<file path="config.mk">
export PLATFORM = sky130hd
export DESIGN_NAME = alu_arbiter
export DESIGN_NICKNAME = d
export VERILOG_FILES = /design/src/rtl/alu_arbiter.sv
export SDC_FILE = /design/constraint.sdc
export NUM_CORES = 1
export LEC_CHECK = 0
export ABC_CLOCK_PERIOD_IN_PS = 2770
export BUFFER_PORTS_ARGS = -buffer_cell sky130_fd_sc_hd__clkbuf_2
export CELL_PAD_IN_SITES_DETAIL_PLACEMENT = 1
export CELL_PAD_IN_SITES_GLOBAL_PLACEMENT = 1
export CORE_ASPECT_RATIO = 0.8
export CORE_UTILIZATION = 28
export CTS_BUF_LIST = sky130_fd_sc_hd__clkbuf_8 sky130_fd_sc_hd__clkbuf_16
export CTS_CLUSTER_DIAMETER = 40
export CTS_CLUSTER_SIZE = 8
export DETAILED_ROUTE_END_ITERATION = 7
export PLACE_DENSITY_LB_ADDON = 0.1
export SLEW_MARGIN = 10
export SYNTH_ARGS = -nofsm -noshare
export SYNTH_HDL_FRONTEND = slang
export SYNTH_SLANG_ARGS = --single-unit
</file>
<file path="constraint.sdc">
create_clock -name clk -period 2.77 [get_ports clk]
set_clock_uncertainty 0.1 [all_clocks]
set_input_delay 0.1385 -clock clk [delete_from_list [all_inputs] [get_ports clk]]
set_output_delay 0.1385 -clock clk [all_outputs]
set_load 0.005 [all_outputs]
</file>
<file path="src/rtl/alu_arbiter.sv">
// alu_arbiter: shares one combinational RV32I ALU between two requesters,
// issuing one operation at a time and returning registered results round-robin.
module alu_arbiter #(
    parameter logic PRIO_INIT = 1'b0
) (
    input  logic        clk,
    input  logic        reset,
    input  logic        req0_valid,
    output logic        req0_ready,
    input  logic [31:0] req0_op_a,
    input  logic [31:0] req0_op_b,
    input  logic [2:0]  req0_funct3,
    input  logic        req0_op_sign,
    input  logic        req1_valid,
    output logic        req1_ready,
    input  logic [31:0] req1_op_a,
    input  logic [31:0] req1_op_b,
    input  logic [2:0]  req1_funct3,
    input  logic        req1_op_sign,
    output logic        rsp0_valid,
    input  logic        rsp0_ready,
    output logic        rsp1_valid,
    input  logic        rsp1_ready,
    output logic [31:0] rsp_result,
    output logic        rsp_zero,
    output logic        rsp_negative,
    output logic        rsp_overflow,
    output logic        busy,
    output logic        alu_execute,
    output logic [31:0] alu_op_a,
    output logic [31:0] alu_op_b,
    output logic [2:0]  alu_funct3,
    output logic        alu_op_sign,
    input  logic [31:0] alu_result,
    input  logic        alu_zero,
    input  logic        alu_negative,
    input  logic        alu_overflow
);
    typedef enum logic [1:0] {IDLE, ISSUE, RESP} state_t;
    state_t state, state_next;
    logic owner, ptr, grant, accept, rsp_done;
    // with a single valid requester it wins; the pointer only breaks ties
    assign grant    = (req0_valid & req1_valid) ? ptr : req1_valid;
    assign accept   = (state == IDLE) & (req0_valid | req1_valid);
    assign rsp_done = (state == RESP) & (owner ? rsp1_ready : rsp0_ready);
    always_comb begin
        state_next  = state;
        req0_ready  = accept & ~grant;
        req1_ready  = accept & grant;
        busy        = state != IDLE;
        alu_execute = state == ISSUE;
        rsp0_valid  = (state == RESP) & ~owner;
        rsp1_valid  = (state == RESP) & owner;
        case (state)
            IDLE:    state_next = accept ? ISSUE : IDLE;
            ISSUE:   state_next = RESP;
            RESP:    state_next = rsp_done ? IDLE : RESP;
            default: state_next = IDLE;
        endcase
    end
    always_ff @(posedge clk or posedge reset) begin
        if (reset) begin
            state        <= IDLE;
            owner        <= 1'b0;
            ptr          <= PRIO_INIT;
            alu_op_a     <= '0;
            alu_op_b     <= '0;
            alu_funct3   <= '0;
            alu_op_sign  <= 1'b0;
            rsp_result   <= '0;
            rsp_zero     <= 1'b0;
            rsp_negative <= 1'b0;
            rsp_overflow <= 1'b0;
        end else begin
            state <= state_next;
            if (accept) begin
                owner       <= grant;
                alu_op_a    <= grant ? req1_op_a : req0_op_a;
                alu_op_b    <= grant ? req1_op_b : req0_op_b;
                alu_funct3  <= grant ? req1_funct3 : req0_funct3;
                alu_op_sign <= grant ? req1_op_sign : req0_op_sign;
            end
            if (state == ISSUE) begin
                rsp_result   <= alu_result;
                rsp_zero     <= alu_zero;
                rsp_negative <= alu_negative;
                rsp_overflow <= alu_overflow;
            end
            if (rsp_done)
                ptr <= ~owner;
        end
    end
endmodule

</file>
==> summary.txt, run 1 <==
Largest stage delay on the critical path - 0.55 ns
Outcome - finished, final reports clean
Ranking of synthesized cells by area - dfrtp_1 60%, a221o_1 15%, and3_1 9.8%
Max Clk Rate - 0.3979 GHz
Die area - 16,420 sq um
Post-Syn Nets - 509
Number of enable flip-flop cells after synthesis - 0
Top cell type by total area after synthesis - dfrtp_1
Post-cts sizing count - 0
Tmin final - 2.513 ns
CTS tree - built
Area Growth Syn to Fin - 69.28%
# hold bufs at CTS - 107
Clock Path Buffers - 2
Via count - 4,397
Grt ovf - 0
Htree depth - 3
Worst VDD drop - 0.3567 mV
Maximum net fanout on the critical path - 47
RSZ-0062 raised after global routing - no
DRC errors left - 0
Hold Violations, Final - 0
CP delay by family, top - buffers and inverters
Pwr Density - 992.1 nW/um^2
CP endpoint kind - flip-flop
First-pass GRT wire length - 25,610 um
Max stage delay cell, worst path - dlygate4sd3_1
Clock Latency Late Sink - 0.35 ns
CTS Buf Count - 9
Worst-path cell chain - nor2_4 > o21ai_4 > buf_12 > a221o_1 > dlygate4sd3_1
Layout cells sized above 1 - 48.81%
Seq/Total Area, Yosys - 60.10%
Port bufs - 285
Initial DRC Count - 153
Total GRT Usage - 20.60%
Row count - 40
Max Slew Vio Count - 0
Clock Sinks - 107
Ys async rst share - 100.0%
Leakage Power - 3.988 nW
Worst Path Required - 2.91 ns
Fin util - 49.41%
Num ports - 286
Root Driver - clkbuf_16
Netlist cell types - 21
Die Height - 114.8 um
Number of global-route vias before repair - 4,841
N_diodes - 0
Initial antenna violation count - 0
WL/cell - 18.00 um
Gpl congestion - 0.7540
Finish-stage setup viols - 0
Nets - 888
Via-to-Cell Ratio - 4.754
Max Cap Viol - 0
Critical Path AT - 2.65 ns
Synthesized instance count - 332
Yosys top cell area share - 60.10%
Mean Syn Cell Area - 13.42 sq um
Slew headroom - 52.59%
Largest net degree at the start of global routing - 56
Crit Path Class - reg -> reg
Initial cell density of the core - 29.19%
Post-route setup TNS - 0 ns
Worst Path Buf+Inv - 2
Post-Route WL - 16,650 um
Top_reg_cell synth - dfrtp_1
Final HPWL DP - 11,340 um
Worst-margin pin slew - 0.7085 ns
Final ANT Viol Nets - 0
Core box area - 15,260 sq um
Clock Pin Slew Worst Setup and Hold Paths - 0.07 ns
Fillers - 1,683
Worst hold-check path type - in -> reg
Crit path launch type - flip-flop
TritonRoute pass-1 iters - 4
Netlist Area Pre-Place - 4456 sq um
Tcrit/Tclk final - 90.73%
Postcts setup bufs - 0
Total of warnings raised by yosys - 0
Die X - 143.0 um
FF+latch count, synth - 107
==> stage by stage <==
step	area [sq um]	total power [mW]	worst slack [ns]	cells	hold slack [ns]
CTS	7542	7.569	0.2139	925	0.0006407
global route	7542	7.978	0.07171	925	0.01450
detailed placement	6121	5.885	0.7406	803	0.09251
finish	7542	7.482	0.2567	925	0.01539
floorplan	4459	4.441	1.223	332	0.1834
global placement	6121	5.793	0.8096	803	0.08825
==> routing by layer <==
metal,share of wire [%],up-vias,track usage (%)
met5,0,-,0
li1,-,2051,-
met3,8.1,27,6.664
met1,38,2132,22.37
met4,2.6,0,8.387
met2,51,187,37.14
==> synthesized netlist by cell type, types with 2 or more instances <==
master	count
nand2b_1	2
mux2_2	35
a221o_1	68
nor2_1	2
o21ai_0	2
buf_4	4
dfrtp_1	107
clkbuf_1	19
buf_2	8
and3_1	70
inv_1	5
==> final timing paths <==
path | startpoint | depth (start not counted) | slack (ns) | end
setup / recovery | state[1]$_DFF_PP0_ | 5 | 0.26 | alu_op_a[26]$_DFFE_PP0P_
hold reg to reg | rsp_result[11]$_DFFE_PP0P_ | 1 | 0.41 | rsp_result[11]$_DFFE_PP0P_
hold / removal | req0_op_b[4] | 3 | 0.02 | alu_op_b[4]$_DFFE_PP0P_
setup reg to reg | state[1]$_DFF_PP0_ | 5 | 0.26 | alu_op_a[26]$_DFFE_PP0P_
max in group asynchronous | reset | 4 | 1.47 | alu_op_b[19]$_DFFE_PP0P_
min in group asynchronous | reset | 3 | 0.27 | alu_op_a[17]$_DFFE_PP0P_
==> sequential cells by signal, summed over array words and instances, names as in the netlist <==
name,count
owner,1
alu_funct3,3
rsp_overflow,1
rsp_result,32
alu_op_b,32
alu_op_a,32
state,2
rsp_zero,1
alu_op_sign,1
rsp_negative,1
ptr,1
==> report_power, final <==
part	total, mW	internal [mW]	switching (mW)
clock network	1.51	0.929	0.577
registers	2.81	2.35	0.467
logic	3.16	1.70	1.46
total	7.48	4.98	2.50
==> worst reg2reg max path, stage by stage, from the launching register on <==
cell,delay [ns]
dfrtp_1,0.46
nor2_4,0.35
o21ai_4,0.29
buf_12,0.27
a221o_1,0.37
dlygate4sd3_1,0.55
==> kinds of logic after synthesis <==
family	count (synthesis)	synth area share, %
multiplexers	35	8.846
flip-flops	107	60.10
AND/OR/NAND/NOR	77	10.81
buffers and inverters	37	3.707
AO/OA/AOI/OAI	76	16.54
==> final cells by class <==
type / instances / area (sq um) / area share [%]
Clock buffer: 11 / 252.7 / 3.351
Sequential cell: 107 / 2678 / 35.50
Inverter: 5 / 22.52 / 0.2986
Multi-Input combinational cell: 188 / 1634 / 21.67
Timing Repair Buffer: 400 / 2595 / 34.41
Clock inverter: 4 / 97.59 / 1.294
Tap cell: 210 / 262.8 / 3.484
==> cells in the final DEF (no fill, tap or decap) <==
cell type	Yosys	layout
a221o_1	68	68
and3_2	0	1
and2_1	1	1
nor2_1	2	2
a21oi_1	1	1
nor2_4	1	2
nand2b_1	2	2
a21boi_4	0	1
clkbuf_8	0	2
a31oi_1	1	1
o21bai_1	1	1
buf_4	4	5
inv_1	5	4
o21ai_0	2	2
buf_12	0	3
dlygate4sd3_1	0	107
a21o_1	1	1
dfrtp_1	107	107
clkbuf_16	0	9
and3_1	70	69
bufinv_16	0	3
o21ai_4	0	1
clkinvlp_4	0	2
clkbuf_2	1	285
mux2_2	35	35
Note: power is estimated with default switching activity, not from simulation.
==> run 2: changes to the inputs <==
--- a/config.mk
+++ b/config.mk
@@ -5,12 +5,13 @@
 export SDC_FILE = /design/constraint.sdc
 export NUM_CORES = 1
 export LEC_CHECK = 0
+export ABC_AREA = 1
 export ABC_CLOCK_PERIOD_IN_PS = 2770
 export BUFFER_PORTS_ARGS = -buffer_cell sky130_fd_sc_hd__clkbuf_2
 export CELL_PAD_IN_SITES_DETAIL_PLACEMENT = 1
 export CELL_PAD_IN_SITES_GLOBAL_PLACEMENT = 1
 export CORE_ASPECT_RATIO = 0.8
-export CORE_UTILIZATION = 28
+export CORE_UTILIZATION = 27
 export CTS_BUF_LIST = sky130_fd_sc_hd__clkbuf_8 sky130_fd_sc_hd__clkbuf_16
 export CTS_CLUSTER_DIAMETER = 40
 export CTS_CLUSTER_SIZE = 8
==> run 2 against run 1 <==
  * Sequential cell count is the same
  * Worst setup slack gained 0.087 ns
  * Largest power group unchanged
  * Critical endpoint is now alu_op_a[18]$_DFFE_PP0P_
  * Via count grew 37%
  * First-iteration DRC count grew 23%
==> summary.txt, run 2 <==
Top flop regs - alu_op_a: 32 flops, alu_op_b: 32 flops, rsp_result: 32 flops
Initial cell density of the core - 27.68%
Max stage delay cell, worst path - buf_4
Largest family of logic cells by synthesized area - simple AND/OR/NAND/NOR gates
Most common cell after layout, fill and taps aside - clkbuf_2
Worst-path cell chain - nor2_4 > buf_4 > nand4_1 > nand3_1 > dlygate4sd3_1
Gpl congestion - 0.7742
Grt ovf - 0
Top cell type by total area after synthesis - dfrtp_1
Number of global-route vias before repair - 6,322
Clock Sinks - 107
Worst Path Buf+Inv - 2
Number of enable flip-flop cells after synthesis - 0
Post-Route WL - 21,460 um
Seq/Total Area, Yosys - 55.67%
Multi-input logic area - 1878 sq um
Total of warnings raised by yosys - 0
Post-route setup TNS - 0 ns
Critical Path AT - 2.61 ns
Mean Syn Cell Area - 8.558 sq um
Die Height - 121.4 um
Fillers - 2,151
Htree depth - 3
Count leader, synth - nand2_1
CP endpoint kind - flip-flop
DRC errors left - 0
Layout cells sized above 1 - 32.00%
RSZ-0062 raised after global routing - no
Worst Path Required - 2.96 ns
Worst Hold End - alu_op_b[8]$_DFFE_PP0P_
Clock Path Buffers - 2
Row count - 43
Worst VDD drop - 0.4245 mV
Post-synth top cells - 182 x nand2_1, 136 x nand3_1, 107 x dfrtp_1
Area Growth Syn to Fin - 75.26%
Commonest cells after routing, fill and taps aside - 285 x clkbuf_2, 180 x nand2_1, 172 x dlygate4sd3_1, 136 x nand3_1, 107 x dfrtp_1
Post-Synth Adder-Cell Area - 0%
HP Start - req1_op_b[8]
Largest net degree at the start of global routing - 70
Slew headroom - 20.03%
Core box area - 17,380 sq um
Crit Path Class - reg -> reg
Synth Area in XOR/XNOR - 0%
Pwr Density - 1010 nW/um^2
Netlist Area Pre-Place - 4810 sq um
Nets - 1,170
Total GRT Usage - 23.46%
FF-to-FF Start - state[0]$_DFF_PP0_
Clock Pin Slew Worst Setup and Hold Paths - 0.07 ns
Finished Layout Cells - 1,223
Port bufs - 285
Synth Area in Simple Gates - 38.09%
Max Clk Rate - 0.4121 GHz
Fin util - 48.51%
Via-to-Cell Ratio - 4.922
Die area - 18,350 sq um
Max Cap Viol - 0
Synth Area in Compound Gates - 0.5983%
Die X - 151.2 um
Final ANT Viol Nets - 0
CP delay by family, top - buffers and inverters
Worst-margin pin slew - 1.195 ns
Tmin final - 2.427 ns
Yosys top cell area share - 55.67%
Register area - 2678 sq um
Hold Violations, Final - 0
TritonRoute pass-1 iters - 5
Worst slack, placed - 0.8618 ns
Placed Cells - 1,035
Synthesized instance count - 562
CTS Buf Count - 9
Cell depth of the worst setup path - 5
Initial DRC Count - 188
Finish-stage setup viols - 0
Ys async rst share - 100.0%
Root Driver - clkbuf_16
Final hold slack - 0.009131 ns
Clock Latency Late Sink - 0.34 ns
Leakage Power - 4.413 nW
Netlist cell types - 19
Initial antenna violation count - 1
Largest stage delay on the critical path - 0.66 ns
First-pass GRT wire length - 32,930 um
WL/cell - 17.54 um
Mux cell area share after synthesis - 0%
Final HPWL DP - 13,510 um
Tcrit/Tclk final - 87.60%
R2r setup slk - 0.34 ns
Worst r2r dst - alu_op_a[18]$_DFFE_PP0P_
Worst hold-check path type - in -> reg
Via count - 6,020
Reg2Reg Depth - 5
Post-cts sizing count - 0
Maximum net fanout on the critical path - 68
FF+latch count, synth - 107
Hold Crit Depth - 3
Post-Syn Nets - 739
CTS tree - built
Max Slew Vio Count - 0
Outcome - finished, final reports clean
Top_reg_cell synth - dfrtp_1
Crit path launch type - flip-flop
Setup ws final - 0.3435 ns
Num ports - 286
Ranking of synthesized cells by area - dfrtp_1 56%, nand2_1 14%, nand3_1 14%
[run 2: cell count changes in the layout (fill, tap and decap cells not counted), sizes merged, moves of 2 or more]
cell         previous run  this run
nand2                   0       183
nand3                   0       136
and3                   70         0
a221o                  68         0
nand4                   0        68
dlygate4sd3           107       172
mux2                   35         0
buf                     8        12
inv                     4         8
bufinv                  3         0
nor2                    4         7
clkinv                  0         2
nand2b                  2         0
[run 2: through the flow]
stage	total power, mW	instance area (sq um)
2_1_floorplan	4.642	4813
3_3_place_gp	6.112	6434
3_5_place_dp	6.261	6434
4_1_cts	8.536	8427
5_1_grt	9.197	8427
6_report	8.515	8429
[run 2: per-layer routing]
metal,up-vias,track usage [%],wire length [um]
met1,2964,28.91,9070
met5,-,0,0
li1,2786,-,-
met3,40,6.015,1464
met2,230,39.50,10410
met4,0,8.063,510
[run 2: power breakdown]
| part | switching (mW) | internal [mW] |
|---|---|---|
| combinational | 2.30 | 2.17 |
| clock | 0.600 | 0.628 |
| sequential | 0.471 | 2.35 |
| total | 3.37 | 5.14 |
[run 2: worst max path at each step]
| stage | slack [ns] | startpoint | end |
|---|---|---|---|
| final | 0.34 | state[0]$_DFF_PP0_ | alu_op_a[18]$_DFFE_PP0P_ |
| after global routing | 0.24 | state[0]$_DFF_PP0_ | alu_op_a[1]$_DFFE_PP0P_ |
| after CTS | 0.42 | state[0]$_DFF_PP0_ | alu_op_a[1]$_DFFE_PP0P_ |
| after detailed placement | 0.86 | req0_valid | alu_op_b[4]$_DFFE_PP0P_ |
| after global placement | 0.92 | req0_valid | alu_op_a[12]$_DFFE_PP0P_ |
| after floorplan | 1.24 | reset | alu_funct3[0]$_DFFE_PP0P_ |
[run 2: what timing repair did]
item                                   in CTS  in global routing
buffers inserted                            0                  0
setup endpoints to repair                   0                  0
endpoints found under the hold margin     138                  0
hold buffers                              172                  0
[run 2: worst min-delay path: stages]
cell      delay (ns)
clkbuf_2        0.10
nand4_1         0.09
nand3_1         0.09
[run 2: logic make-up (layout without fill, tap and decap cells)]
family | count (synthesis) | in the layout
simple gates | 394 | 394
buf+inv | 56 | 491
compound gates | 5 | 5
flops | 107 | 107
other cells | 0 | 1
[run 2: final cells by class]
class | instances | area share, %
Antenna cell | 1 | 0.02969
Clock buffer | 10 | 2.835
Clock inverter | 5 | 0.3859
Inverter | 7 | 0.3562
Multi-Input combinational cell | 399 | 22.28
Sequential cell | 107 | 31.76
Tap cell | 225 | 3.340
Timing Repair Buffer | 469 | 39.01
